==> src/rtl/step_ctrl_pkg.sv <==
// Shared definitions for the step/run clock-enable controller.
// Debouncer state encoding and synchronizer depth.
package step_ctrl_pkg;

    localparam int unsigned SYNC_STAGES = 2;

    // Debouncer states, 2-bit encoding.
    typedef logic [1:0] db_state_t;

    localparam db_state_t DB_IDLE      = 2'd0;
    localparam db_state_t DB_CHK_PRESS = 2'd1;
    localparam db_state_t DB_PRESSED   = 2'd2;
    localparam db_state_t DB_CHK_REL   = 2'd3;

endpackage

==> src/rtl/step_ctrl_debounce.sv <==
// Synchronizer plus four-state debouncer for one raw input.
// level is registered; rise strobes in the cycle before level goes high.
module debounce
    import step_ctrl_pkg::*;
#(
    parameter int unsigned DB_CYCLES = 16
) (
    input  logic clk,
    input  logic reset,
    input  logic din,
    output logic level,
    output logic rise
);

    localparam int unsigned CW = $clog2(DB_CYCLES + 1);
    // The entry sample from a stable state counts as the first of DB_CYCLES.
    localparam logic [CW-1:0] LAST = CW'(DB_CYCLES - 2);

    logic [SYNC_STAGES-1:0] sync_q, sync_d;
    db_state_t              state_q, state_d;
    logic [CW-1:0]          cnt_q, cnt_d;
    logic                   level_q, level_d;
    logic                   din_s;

    always_comb begin
        sync_d  = {sync_q[SYNC_STAGES-2:0], din};
        din_s   = sync_q[SYNC_STAGES-1];
        state_d = state_q;
        cnt_d   = cnt_q;

        case (state_q)
            DB_IDLE: begin
                if (din_s) state_d = DB_CHK_PRESS;
            end
            DB_CHK_PRESS: begin
                if (!din_s)             state_d = DB_IDLE;
                else if (cnt_q == LAST) state_d = DB_PRESSED;
                else                    cnt_d   = cnt_q + CW'(1);
            end
            DB_PRESSED: begin
                if (!din_s) state_d = DB_CHK_REL;
            end
            DB_CHK_REL: begin
                if (din_s)              state_d = DB_PRESSED;
                else if (cnt_q == LAST) state_d = DB_IDLE;
                else                    cnt_d   = cnt_q + CW'(1);
            end
            default: state_d = DB_IDLE;
        endcase

        if (state_d != state_q) cnt_d = '0;

        level_d = (state_d == DB_PRESSED) || (state_d == DB_CHK_REL);
        rise    = (state_q == DB_CHK_PRESS) && (state_d == DB_PRESSED);
    end

    always_ff @(posedge clk or posedge reset) begin
        if (reset) begin
            sync_q  <= '0;
            state_q <= DB_IDLE;
            cnt_q   <= '0;
            level_q <= 1'b0;
        end else begin
            sync_q  <= sync_d;
            state_q <= state_d;
            cnt_q   <= cnt_d;
            level_q <= level_d;
        end
    end

    assign level = level_q;

endmodule

==> src/rtl/step_ctrl.sv <==
// Clock-enable source: one en pulse per debounced press in step mode,
// one en pulse every div+1 clocks in run mode.
module step_ctrl
    import step_ctrl_pkg::*;
#(
    parameter int unsigned DB_CYCLES = 16,
    parameter int unsigned DW        = 8
) (
    input  logic          clk,
    input  logic          reset,
    input  logic          btn_step,
    input  logic          sw_run,
    input  logic [DW-1:0] div,
    output logic          en,
    output logic          btn_db,
    output logic          run
);

    logic [SYNC_STAGES-1:0] run_sync_q, run_sync_d;
    logic [DW-1:0]          pcnt_q, pcnt_d;
    logic                   en_q, en_d;
    logic                   run_q, run_next;
    logic                   step_rise;

    debounce #(
        .DB_CYCLES(DB_CYCLES)
    ) u_btn_db (
        .clk  (clk),
        .reset(reset),
        .din  (btn_step),
        .level(btn_db),
        .rise (step_rise)
    );

    always_comb begin
        run_sync_d = {run_sync_q[SYNC_STAGES-2:0], sw_run};
        run_q      = run_sync_q[SYNC_STAGES-1];
        run_next   = run_sync_q[SYNC_STAGES-2];
        pcnt_d     = '0;
        en_d       = 1'b0;

        // A mode change holds en low and restarts the prescaler.
        if (run_next == run_q) begin
            if (run_q) begin
                if (pcnt_q >= div) en_d   = 1'b1;
                else               pcnt_d = pcnt_q + DW'(1);
            end else begin
                en_d = step_rise;
            end
        end
    end

    always_ff @(posedge clk or posedge reset) begin
        if (reset) begin
            run_sync_q <= '0;
            pcnt_q     <= '0;
            en_q       <= 1'b0;
        end else begin
            run_sync_q <= run_sync_d;
            pcnt_q     <= pcnt_d;
            en_q       <= en_d;
        end
    end

    assign en  = en_q;
    assign run = run_q;

endmodule
==> config.mk <==
export PLATFORM = sky130hd
export DESIGN_NAME = step_ctrl
export DESIGN_NICKNAME = d
export VERILOG_FILES = /design/src/rtl/step_ctrl_pkg.sv /design/src/rtl/step_ctrl_debounce.sv /design/src/rtl/step_ctrl.sv
export SDC_FILE = /design/constraint.sdc
export NUM_CORES = 1
export LEC_CHECK = 0
export ABC_AREA = 1
export CORE_MARGIN = 8
export CORE_UTILIZATION = 51
export CTS_BUF_LIST = sky130_fd_sc_hd__clkbuf_2 sky130_fd_sc_hd__clkbuf_4 sky130_fd_sc_hd__clkbuf_8
export DETAILED_ROUTE_END_ITERATION = 10
export GPL_ROUTABILITY_DRIVEN = 0
export GPL_TIMING_DRIVEN = 0
export PLACE_DENSITY = 0.86
export SLEW_MARGIN = 20
export SYNTH_ARGS = -nofsm -noshare
export SYNTH_HDL_FRONTEND = slang
export SYNTH_HIERARCHICAL = 1
export SYNTH_SLANG_ARGS = --single-unit
==> constraint.sdc <==
create_clock -name clk -period 1.4 [get_ports clk]
set_input_delay 0.28 -clock clk [delete_from_list [all_inputs] [get_ports clk]]
set_output_delay 0.28 -clock clk [all_outputs]
set_load 0.02 [all_outputs]
==> impl_metrics.yaml <==
synth:
  async_flop_share: 1.00
  synth.largest_area_cell: "dfrtp_1"
  yosysMostFrequentCell: "nand2_1"
  seq_area_frac_synth: 0.422
  syn_inst: 141
  synth_warnings: 6
  synth_edf_count: 0
  synthTopCellsByArea: "dfrtp_1, ha_1, nand2_1, inv_1, nor2_1"
  synth.avg_cell_area_um2: 8.41
  ys.flop_type: "dfrtp_1"
  synth_top_cell_area_share: 0.422
  synthesis.area_um2: 1190
  ys_ff_latch: 20
  netlist_top_cells_count: "nand2_1, inv_1, dfrtp_1, nor2_1, ha_1"
  synth.distinct_cells: 22
  synth_nets: 164
route:
  drc: 0
  drt_iter0_drc: 25
  wl_per_cell_um: 14.6
  wl_um: 2870
  drtAntennaViolNets: 0
  dr.pass1.iters: 4
  dr_total_vias: 1003
  via_per_inst: 5.12
worst_setup_path:
  critical_path_class: "primary input to flop"
  startpoint_type: "primary input"
  crit_required_ns: 1.62
  cp_max_fo: 8
  crit_path_end_kind: "flop"
  worstPathArrival_ns: 1.71
floorplan:
  floorplan.rows: 17
  core_area_um2: 2210
  die_w_um: 64.2
  die_h_um: 64.2
  die_area_um2: 4120
  start_util: 0.536
  ioPinCount: 15
timing:
  relSlewSlack: 0.731
  final-setup-viol-count: 8
  fmax_mhz: 669
  skew_ns: 0.00414
  period_minus_slack_ns: 1.50
  final.setup.tns_ns: -0.535
  fin_crit_sh: 1.07
  slew_viol_final: 0
  tightest_slew_ns: 0.403
  rsz0062_at_grt: "yes"
  layout_setup_ws_ns: -0.0955
  hold_viol: 0
clock_network:
  cts_max_level: 1
  cts_made_buffers: 3
  cts_tree: "yes"
  cts-root-buf: "clkbuf_4"
  clk_latency_ns: 0.29
  cts_buffer_depth: 2
  path_clk_slew_ns: 0.11
  clkSinkCount: 20
global_routing:
  grt_max_degree: 12
  grt_overflow: 0
  grt_pass1_vias: 969
  grtUsageTotal: 0.124
  grt_pass1_wl_um: 4100
  antenna_found_initial: 0
pwr:
  p_per_area_nw_per_um2: 688
  p_leak_nw: 0.800
  vdd_ir_drop_max_v: 0.000883
placed_design:
  preCtsSetupSlack_ns: -0.421
  io_buffers: 14
  dp_cells: 183
  dpl_cell_area_um2: 1360
  place_hpwl_um: 1780
cells_and_area:
  fin_util: 0.717
  drive_gt1_frac: 0.292
  final_area_um2: 1590
  n_antenna_cell: 0
  area_growth_pct: 33.6
  nets: 192
  finalNonFillerCells: 196
run:
  drv_cap: 0
run_status:
  status: "finished, violations left"
  violations: "setup timing"
min_path:
  hp-class: "primary input to asynchronous set/reset pin"
[layout make-up]
type                    instances  area, um^2
multi-input cells              92         693
fillers                       154         627
inverters                      29         109
repair buffers                 23         209
well taps                      28        35.0
flip-flops and latches         20         503
clock buffers                   4        36.3
[through the flow]
stage | hold WS (ns) | power [mW]
2_1_floorplan | 0.108 | 0.692
3_3_place_gp | 0.342 | 0.737
3_5_place_dp | 0.348 | 0.747
4_1_cts | 0.268 | 1.08
5_1_grt | 0.310 | 1.14
6_report | 0.258 | 1.09
[layer usage]
| metal | track usage | vias to the layer above | share of wire |
|---|---|---|---|
| li1 | - | 490 | - |
| met1 | 0.138 | 486 | 0.40 |
| met2 | 0.225 | 21 | 0.54 |
| met3 | 0.0279 | 6 | 0.036 |
| met4 | 0.0490 | 0 | 0.024 |
| met5 | 0 | - | 0 |
[placed cells by master, fill, tap and decap left out, types with 2 or more instances in the layout]
master and count:
nand4_1 2, nor3_2 2, inv_1 25, dfrtp_2 2
ha_1 5, nand2_1 30, clkbuf_4 3, nor2_2 7
dlygate4sd2_1 5, buf_4 9, ha_4 6, nor2_4 3
clkdlybuf4s50_1 6, inv_2 4, dlymetal6s2s_1 3, nand3_1 7
nor2_1 8, nand3_2 3, nand2_2 6, dfrtp_1 18
xor2_1 3, xnor2_1 2
[final timing paths]
check                                        start                 end  slack (ns)  depth (start not counted)
min in group clk                u_btn_db/sync_q[0]  u_btn_db/sync_q[1]        0.38                          0
worst max register to register           pcnt_q[7]           pcnt_q[0]       -0.06                          5
worst min register to register  u_btn_db/sync_q[0]  u_btn_db/sync_q[1]        0.38                          0
worst max-delay path                        div[4]           pcnt_q[0]        -0.1                          8
worst min-delay path                         reset  u_btn_db/sync_q[1]        0.26                          2
max in group asynchronous                    reset           pcnt_q[1]        0.81                          2
[critical path, stage by stage]
cell and delay (ns):
clkdlybuf4s50_1 0.47, inv_1 0.05, ha_1 0.28, nand2_1 0.11, nor2_4 0.05, nand2_2 0.08
nand4_4 0.21, nor2_1 0.17
[power by group]
part / leakage (nW) / internal (mW) / switching, mW
combinational: 0.517 / 0.0695 / 0.0850
sequential: 0.262 / 0.593 / 0.0159
clock: 0.0210 / 0.158 / 0.168
[cell families after synthesis]
logic type | after synthesis | share of synthesized area
flip-flops | 20 | 0.422
AND/OR/NAND/NOR | 70 | 0.301
AO/OA/AOI/OAI | 5 | 0.0243
multiplexers | 1 | 0.00844
adder cells (fa/ha/maj) | 11 | 0.116
buffers and inverters | 29 | 0.0918
XOR/XNOR | 5 | 0.0369
[state kept, by name, indices dropped and copies added (netlist names)]
| signal | cells |
|---|---|
| en | 1 |
| pcnt_q | 8 |
| run_sync_q | 2 |
| u_btn_db/cnt_q | 5 |
| u_btn_db/level | 1 |
| u_btn_db/state_q | 1 |
| u_btn_db/sync_q | 2 |
[what timing repair did]
action / CTS / global route
endpoints found under the setup margin: 12 / 9
pin swaps: 12 / 14
hold buffers: 0 / 0
setup buffers: 2 / 7
resized for setup: 15 / 17
Power figures use the tool's default switching activity.
